==> src/rtl/uart_pkg.sv <==
// Shared UART definitions: line levels, character-size limits and FSM state encoding.
// Used by both uart_transmitter and uart_receiver.
package uart_pkg;

  typedef enum logic [1:0] {
    STATE_IDLE,
    STATE_START,
    STATE_DATA,
    STATE_STOP
  } uart_state_e;

  localparam logic LINE_IDLE  = 1'b1;
  localparam logic LINE_START = 1'b0;

  localparam int unsigned CHAR_MIN           = 5;
  localparam int unsigned CHAR_MAX           = 8;
  localparam int unsigned OVERSAMPLE_DEFAULT = 16;

endpackage

==> src/rtl/uart_rx_sync.sv <==
// Two-flop synchronizer for an asynchronous input.
// Resets to the idle line level so a reset never looks like a start bit.
module uart_rx_sync
  import uart_pkg::*;
(
  input  logic clk,
  input  logic rst,
  input  logic d,
  output logic q
);

  logic meta;

  always_ff @(posedge clk or posedge rst) begin
    if (rst) begin
      meta <= LINE_IDLE;
      q    <= LINE_IDLE;
    end else begin
      meta <= d;
      q    <= meta;
    end
  end

endmodule

==> src/rtl/uart_receiver.sv <==
// Oversampling UART receive stage: start/data/stop framing with a UDR-style holding
// register and RXC/FE/DOR status flags.
module uart_receiver
  import uart_pkg::*;
#(
  parameter int unsigned OVERSAMPLE = OVERSAMPLE_DEFAULT,
  parameter int unsigned MIN_CHAR   = CHAR_MIN,
  parameter int unsigned MAX_CHAR   = CHAR_MAX
) (
  input  logic                clk,
  input  logic                rst,
  input  logic                rx,
  input  logic                baud_tick,
  input  logic [3:0]          char_size,
  input  logic                re,
  input  logic                rd,
  output logic [MAX_CHAR-1:0] data_out,
  output logic                rxc,
  output logic                fe,
  output logic                dor,
  output logic                rx_busy
);

  localparam int unsigned     TickW   = $clog2(OVERSAMPLE);
  localparam logic [TickW-1:0] TickMid = TickW'(OVERSAMPLE / 2 - 1);
  localparam logic [TickW-1:0] TickEnd = TickW'(OVERSAMPLE - 1);

  logic                rx_s;
  uart_state_e         state_q, state_d;
  logic                armed_q, armed_d;
  logic [TickW-1:0]    tick_q, tick_d;
  logic [3:0]          bit_idx_q, bit_idx_d;
  logic [3:0]          size_q, size_d, size_in;
  logic [MAX_CHAR-1:0] shift_q, shift_d;
  logic [MAX_CHAR-1:0] data_q, data_d, masked;
  logic                rxc_q, rxc_d, fe_q, fe_d, dor_q, dor_d;

  uart_rx_sync u_sync (
    .clk (clk),
    .rst (rst),
    .d   (rx),
    .q   (rx_s)
  );

  always_comb begin
    if (char_size < 4'(MIN_CHAR)) begin
      size_in = 4'(MIN_CHAR);
    end else if (char_size > 4'(MAX_CHAR)) begin
      size_in = 4'(MAX_CHAR);
    end else begin
      size_in = char_size;
    end
  end

  // Stale bits from a longer previous frame must not leak into a shorter character.
  always_comb begin
    masked = '0;
    for (int i = 0; i < MAX_CHAR; i++) begin
      if (4'(i) < size_q) masked[i] = shift_q[i];
    end
  end

  always_comb begin
    state_d   = state_q;
    armed_d   = armed_q;
    tick_d    = tick_q;
    bit_idx_d = bit_idx_q;
    size_d    = size_q;
    shift_d   = shift_q;
    data_d    = data_q;
    rxc_d     = rxc_q;
    fe_d      = fe_q;
    dor_d     = dor_q;

    if (rd) begin
      rxc_d = 1'b0;
      fe_d  = 1'b0;
      dor_d = 1'b0;
    end

    if (state_q != STATE_IDLE && !re) begin
      state_d = STATE_IDLE;
      armed_d = 1'b0;
    end else if (baud_tick) begin
      case (state_q)
        STATE_IDLE: begin
          // Arming requires a seen-high line so a held break cannot retrigger.
          if (rx_s == LINE_IDLE) armed_d = 1'b1;
          if (re && armed_q && rx_s == LINE_START) begin
            tick_d  = '0;
            state_d = STATE_START;
          end
        end
        STATE_START: begin
          if (tick_q == TickMid) begin
            if (rx_s == LINE_IDLE) begin
              state_d = STATE_IDLE;
            end else begin
              tick_d    = '0;
              bit_idx_d = '0;
              size_d    = size_in;
              state_d   = STATE_DATA;
            end
          end else begin
            tick_d = tick_q + 1'b1;
          end
        end
        STATE_DATA: begin
          tick_d = tick_q + 1'b1;
          if (tick_q == TickEnd) begin
            for (int i = 0; i < MAX_CHAR; i++) begin
              if (bit_idx_q == 4'(i)) shift_d[i] = rx_s;
            end
            bit_idx_d = bit_idx_q + 4'd1;
            if (bit_idx_q == size_q - 4'd1) state_d = STATE_STOP;
          end
        end
        STATE_STOP: begin
          tick_d = tick_q + 1'b1;
          if (tick_q == TickEnd) begin
            state_d = STATE_IDLE;
            armed_d = 1'b0;
            if (!rxc_q || rd) begin
              data_d = masked;
              rxc_d  = 1'b1;
              fe_d   = (rx_s == LINE_START);
              dor_d  = 1'b0;
            end else begin
              dor_d = 1'b1;
            end
          end
        end
        default: state_d = STATE_IDLE;
      endcase
    end
  end

  always_ff @(posedge clk or posedge rst) begin
    if (rst) begin
      state_q   <= STATE_IDLE;
      armed_q   <= 1'b0;
      tick_q    <= '0;
      bit_idx_q <= '0;
      size_q    <= '0;
      shift_q   <= '0;
      data_q    <= '0;
      rxc_q     <= 1'b0;
      fe_q      <= 1'b0;
      dor_q     <= 1'b0;
    end else begin
      state_q   <= state_d;
      armed_q   <= armed_d;
      tick_q    <= tick_d;
      bit_idx_q <= bit_idx_d;
      size_q    <= size_d;
      shift_q   <= shift_d;
      data_q    <= data_d;
      rxc_q     <= rxc_d;
      fe_q      <= fe_d;
      dor_q     <= dor_d;
    end
  end

  assign data_out = data_q;
  assign rxc      = rxc_q;
  assign fe       = fe_q;
  assign dor      = dor_q;
  assign rx_busy  = (state_q != STATE_IDLE);

endmodule

==> config.mk <==
export PLATFORM = sky130hd
export DESIGN_NAME = uart_receiver
export DESIGN_NICKNAME = d
export VERILOG_FILES = /design/src/rtl/uart_pkg.sv /design/src/rtl/uart_rx_sync.sv /design/src/rtl/uart_receiver.sv
export SDC_FILE = /design/constraint.sdc
export NUM_CORES = 1
export LEC_CHECK = 0
export ABC_CLOCK_PERIOD_IN_PS = 2300
export CAP_MARGIN = 20
export CORE_MARGIN = 2
export CORE_UTILIZATION = 45
export DETAILED_ROUTE_END_ITERATION = 10
export PLACE_DENSITY = 0.72
export SYNTH_ARGS = -nofsm -noshare
export SYNTH_HDL_FRONTEND = slang
export SYNTH_HIERARCHICAL = 1
export SYNTH_SLANG_ARGS = --single-unit
==> constraint.sdc <==
create_clock -name clk -period 2.3 [get_ports clk]
set_input_delay 0.46 -clock clk [delete_from_list [all_inputs] [get_ports clk]]
set_output_delay 0.46 -clock clk [all_outputs]
set_load 0.01 [all_outputs]
==> impl_metrics.tcl, run 1 <==
set metrics [dict create \
    status "complete, no violations" \
    hold_violations 0 \
    cts_root_buffer "clkbuf_8" \
    yosysWarnings 6 \
    critPathRequiredTime_ns 1.84 \
    critical_path_depth 3 \
    top_layer "met4" \
    synth_top_family_by_area "simple AND/OR/NAND/NOR gates" \
    ir_drop_mv 0.402 \
    vias 1401 \
    post-dp-hpwl_um 2570 \
    via_per_inst 5.15 \
    wire_per_inst_um 12.9 \
    grt_pass1_wl_um 5930 \
    cts_htree_levels 2 \
    cts_buffers 5 \
    reg2regPathDepth 6 \
    synth_compound_area_frac 0.126 \
    p_per_area_mw_per_mm2 720 \
    cp-start-kind "register" \
    cts_buffer_depth 2 \
    reg2reg_from "tick_q[0]$_DFFE_PP0P_" \
    die_y_um 70.8 \
    clk_latency_ns 0.29 \
    antenna_found_initial 0 \
    critPathMaxStageDelay_ns 0.61 \
    hp-start "u_sync/meta$_DFF_PP1_" \
    p_leak_uw 0.00107 \
    clkSlewWorstSetupHoldPaths_ns 0.07 \
    die_w_um 70.8 \
    pin_count 22 \
    r2r-end "bit_idx_q[0]$_DFFE_PP0P_" \
    ant_nets 0 \
    wl_um 3520 \
    synth_mux_area_frac 0.0741 \
    grt_pass1_vias 1293 \
    cts_tree "done" \
    skew_ns 0.00367 \
    die_area_mm2 0.00501 \
    drt-pass1-iter-count 4 \
    synth_area_mm2 0.00201 \
    drive_gt1_frac 0.150 \
    r2r_slack_ns 0.42 \
    cts_resized 0 \
    ctsHoldBuffers 0 \
    p_total_uw 1710 \
    drc 0 \
    ys_ff_latch 36 \
    hold_class "reg -> reg" \
    core_area_mm2 0.00432 \
    period_needed_ns 2.15 \
    min_to "u_sync/q$_DFF_PP1_" \
    synthArstFlopShare 1.00 \
    holdWs_ns 0.358 \
    portBuffers 21 \
    path_cells "nor2_1, inv_1, clkdlybuf4s50_1" \
    gp_congestion 0.819 \
    slew_violations 0 \
    synthSimpleGateAreaFrac 0.208 \
    num-nets-final 237 \
    avgSynthCellArea_um2 10.3 \
    diodes 0 \
    wl_met3_um 130 \
    grt_overflow 0 \
    synth-edff-count 0 \
    period_share 0.934 \
    setup_viol 0 \
    grt_usage 0.153 \
    syn_nets 213 \
    whs_path_depth 0 \
    dr_wl_met2_um 1620 \
    cts_sinks 36 \
    worstSetupPathType "reg -> out" \
    path_buf_inv 2 \
    rows 24 \
    grt_max_degree 35 \
    crit_family "flip-flops" \
    crit_path_end_kind "output pin" \
    area_delta_synth_final_pct 18.4 \
    start_util 0.464 \
    drv_cap 0 \
    synth-xor-area-share 0.0393 \
    synth_flop_cell "dfrtp_1" \
    synthCells 195 \
    grt_setup_unrepaired "false" \
    synth_cell_types 45 \
    nFillCells 406 \
    setup-tns-final_ns 0 \
    ys_seq_area_frac 0.450 \
    cp_max_fo 12 \
    drt_iter0_markers 30 \
    cpMaxStageDelayCell "dfrtp_1" \
    arrival_ns 1.69 \
    met1_length_um 1690 \
    relSlewSlack 0.706 \
    synthAdderAreaFrac 0.0498 \
    worst_pin_slew_ns 0.441 \
    cts_setup_buffers 0 \
    fmax_mhz 466 \
]
-- state kept, by name (all words and copies together) (netlist names), 2 cells and up --
name,count
data_out,8
bit_idx_q,4
shift_q,8
state_q,2
size_q,4
tick_q,4
-- final cells by class --
cell class              count  area (um^2)  area share
repair buffers             27          255       0.107
well taps                  52         65.1      0.0274
flip-flops and latches     36          903       0.380
clock inverters             3         42.5      0.0179
inverters                  12         45.0      0.0189
multi-input cells         137          998       0.420
clock buffers               5         68.8      0.0289
-- synth_stat cells, types with 2 or more instances --
cell type   n  share of area
dfrtp_1    34           0.42
nand2_1    20          0.037
o21ai_0    13          0.032
inv_1      12          0.022
nand3_1    10          0.025
nor2_1     10          0.019
ha_1        8          0.050
mux2_4      7          0.052
o21ai_1     7          0.017
xnor2_1     6          0.026
a21oi_1     5          0.012
buf_2       4          0.010
nand2b_1    4          0.012
o31ai_1     4          0.015
a31oi_1     3         0.0093
clkbuf_1    3         0.0056
nand3b_1    3          0.011
nor2b_1     3         0.0093
nor3_1      3         0.0075
xor2_1      3          0.013
a21o_1      2         0.0075
and2_1      2         0.0062
buf_6       2          0.011
dfstp_2     2          0.026
mux2_1      2          0.011
nand4_1     2         0.0062
nor3_4      2          0.016
o22ai_1     2         0.0062
-- layout by cell type (no fill, tap or decap), types with 2 or more instances in the layout --
cell,synthesis,layout
dfrtp_1,34,34
clkdlybuf4s50_1,0,21
nand2_1,20,20
o21ai_0,13,13
inv_1,12,12
nor2_1,10,10
nand3_1,10,10
ha_1,8,8
o21ai_1,7,7
mux2_4,7,7
xnor2_1,6,6
buf_4,1,6
a21oi_1,5,5
clkbuf_8,0,5
o31ai_1,4,4
nand2b_1,4,4
nor2b_1,3,3
xor2_1,3,3
nand3b_1,3,3
nor3_1,3,3
a31oi_1,3,3
nor3_4,2,2
and2_1,2,2
nand4_1,2,2
mux2_1,2,2
o22ai_1,2,2
a21o_1,2,2
dfstp_2,2,2
-- worst max path at each step --
stage                           start                       end  slack, ns
3_3_place_gp                       re    shift_q[5]$_DFFE_PP0P_       0.18
5_1_grt        state_q[0]$_DFFE_PP0P_                   rx_busy       0.03
6_report       state_q[0]$_DFFE_PP0P_                   rx_busy       0.15
3_5_place_dp                       re  bit_idx_q[0]$_DFFE_PP0P_       0.17
4_1_cts        state_q[0]$_DFFE_PP0P_                   rx_busy       0.13
2_1_floorplan   tick_q[0]$_DFFE_PP0P_    shift_q[1]$_DFFE_PP0P_       0.66
-- logic make-up (layout without fill, tap and decap cells) --
family	count (synthesis)	after routing
flops	36	36
mux	11	11
compound gates	40	40
buf+inv	22	47
xor+xnor	9	9
simple gates	69	69
fa+ha+maj	8	8
-- metrics by stage --
stage / cell area, um^2 / util / setup WS, ns / std cells
2_1_floorplan: 2010 / - / 0.656 / 195
3_3_place_gp: 2270 / 0.524 / 0.180 / 264
3_5_place_dp: 2270 / 0.524 / 0.168 / 264
4_1_cts: 2380 / 0.550 / 0.134 / 272
5_1_grt: 2380 / 0.550 / 0.0306 / 272
6_report: 2380 / 0.550 / 0.153 / 272
-- layer usage --
layer / global-route usage / up-vias
met5: 0 / -
met4: 0.0629 / 0
met3: 0.0442 / 6
met2: 0.240 / 21
met1: 0.200 / 654
li1: - / 720
-- where the power goes --
group / internal (uW) / switching (uW)
clock network: 320 / 235
registers: 689 / 121
logic: 176 / 172
Note: power is estimated with default switching activity, not from simulation.
==> run 2, diff against run 1 <==
--- a/config.mk
+++ b/config.mk
@@ -7,10 +7,11 @@
 export LEC_CHECK = 0
 export ABC_CLOCK_PERIOD_IN_PS = 2300
 export CAP_MARGIN = 20
-export CORE_MARGIN = 2
+export CORE_MARGIN = 4
 export CORE_UTILIZATION = 45
 export DETAILED_ROUTE_END_ITERATION = 10
 export PLACE_DENSITY = 0.72
+export SLEW_MARGIN = 15
 export SYNTH_ARGS = -nofsm -noshare
 export SYNTH_HDL_FRONTEND = slang
 export SYNTH_HIERARCHICAL = 1
==> run 2 against run 1 <==
Sequential share of layout area down 0.36 points. Via count up 1.6%. Design area up 0.95%. Die area up 12%. Clock power up 8.5%. Clock-buffer cell count up 2. Register-to-register slack about the same. Combinational power up 8.0%. Critical endpoint unchanged.
==> impl_metrics.tcl, run 2 (synthesized netlist as in run 1, its figures left out) <==
set metrics [dict create \
    setup-tns-final_ns 0 \
    drc 0 \
    critPathRequiredTime_ns 1.84 \
    post-dp-hpwl_um 2620 \
    wl_met3_um 120 \
    p_leak_uw 0.00109 \
    whs_path_depth 0 \
    grt_usage 0.146 \
    via_per_inst 5.22 \
    grt_pass1_vias 1388 \
    combPwrFrac 0.212 \
    diodes 0 \
    start_util 0.464 \
    ant_nets 0 \
    portBuffers 21 \
    critPathMaxStageDelay_ns 0.59 \
    skew_ns 0.00321 \
    cts_tree "done" \
    mostFrequentLayoutCells "34 x dfrtp_1, 21 x clkdlybuf4s50_1, 20 x nand2_1" \
    drt-pass1-iter-count 5 \
    met1_length_um 1660 \
    crit_family "buffers and inverters" \
    rows 24 \
    critical_path_depth 3 \
    drv_cap 0 \
    cp-start-kind "register" \
    cts_sinks 36 \
    cts_root_buffer "clkbuf_8" \
    top_layer "met4" \
    p_int_uw 1260 \
    switchingPower_uw 518 \
    gp_congestion 0.819 \
    die_area_mm2 0.00560 \
    cts_buffers 5 \
    fmax_mhz 474 \
    nFillCells 404 \
    cts_setup_buffers 0 \
    period_share 0.916 \
    switching_share 0.292 \
    area_delta_synth_final_pct 19.6 \
    grt_pass1_wl_um 6200 \
    grt_overflow 0 \
    dr_wl_met2_um 1800 \
    cp_max_fo 10 \
    drive_gt1_frac 0.154 \
    period_needed_ns 2.11 \
    cpMaxStageDelayCell "dfrtp_1" \
    antenna_found_initial 0 \
    die_w_um 74.8 \
    status "complete, no violations" \
    die_y_um 74.8 \
    ir_drop_mv 0.369 \
    p_total_uw 1780 \
    crit_path_end_kind "output pin" \
    clk_latency_ns 0.29 \
    worstSetupPathType "reg -> out" \
    wire_per_inst_um 13.3 \
    final_common_cell "dfrtp_1" \
    clkSlewWorstSetupHoldPaths_ns 0.07 \
    worst_pin_slew_ns 0.423 \
    p_seq_frac 0.449 \
    num-nets-final 238 \
    power_frac_clock 0.339 \
    grt_setup_unrepaired "false" \
    ctsHoldBuffers 0 \
    setup_viol 0 \
    cts_buffer_depth 2 \
    reg2regPathDepth 6 \
    path_cells "nor2_1, inv_1, clkdlybuf4s50_1" \
    pin_count 22 \
    drt_iter0_markers 87 \
    vias 1424 \
    cts_resized 0 \
    cts_htree_levels 2 \
    core_area_mm2 0.00432 \
    grt_max_degree 35 \
    slew_violations 0 \
    p_per_area_mw_per_mm2 739 \
    relSlewSlack 0.718 \
    hold_violations 0 \
    arrival_ns 1.65 \
    wl_um 3640 \
    path_buf_inv 2 \
    hold_class "reg -> reg" \
]
run 2: changes by cell type in the layout (fill, tap and decap cells not counted), sizes merged:
cell / delta
clkinv: -1
buf: +1
clkbuf: +2
clkinvlp: -1
run 2: area by class of cell:
class	instances	area (um^2)	share of cell area
Inverter	12	45.0	0.0188
Clock buffer	7	96.3	0.0401
Tap cell	52	65.1	0.0271
Timing Repair Buffer	28	263	0.109
Sequential cell	36	903	0.376
Multi-Input combinational cell	137	998	0.416
Clock inverter	1	30.0	0.0125
run 2: worst paths after layout:
path / from / end / slack [ns]
max in group asynchronous: rst / rxc$_DFF_PP0_ / 1.41
min in group asynchronous: rst / u_sync/meta$_DFF_PP1_ / 0.52
max: state_q[1]$_DFFE_PP0P_ / rx_busy / 0.19
min reg2reg: u_sync/meta$_DFF_PP1_ / u_sync/q$_DFF_PP1_ / 0.36
min: u_sync/meta$_DFF_PP1_ / u_sync/q$_DFF_PP1_ / 0.36
max reg2reg: tick_q[0]$_DFFE_PP0P_ / bit_idx_q[0]$_DFFE_PP0P_ / 0.42
run 2: power by group through the flow:
stage	clock [uW]	combinational (uW)	sequential, uW
floorplan	0	362	732
global placement	0	370	808
detailed placement	0	376	807
CTS	617	378	796
global route	644	422	812
finish	602	376	797
run 2: per-layer routing:
layer / vias to the layer above / track usage
li1: 725 / -
met1: 664 / 0.181
met2: 28 / 0.242
met3: 7 / 0.0240
met4: 0 / 0.0830
met5: - / 0
run 2: stage by stage:
stage | std cells | hold WS, ns | utilization | instance area, um^2 | worst slack (ns)
3_3_place_gp | 265 | 0.345 | 0.526 | 2270 | 0.199
3_5_place_dp | 265 | 0.347 | 0.526 | 2270 | 0.189
5_1_grt | 273 | 0.359 | 0.555 | 2400 | 0.0926
2_1_floorplan | 195 | 0.345 | - | 2010 | 0.656
6_report | 273 | 0.358 | 0.555 | 2400 | 0.192
4_1_cts | 273 | 0.357 | 0.555 | 2400 | 0.186
run 2: worst register-to-register path, delay by kind of cell, from the launching register on:
family                     cells  cell delay, ns
muxes                          1            0.27
DFF                            1            0.39
buffers and inverters          1            0.20
and+or+nand+nor                3            0.57
adders and majority gates      1            0.34
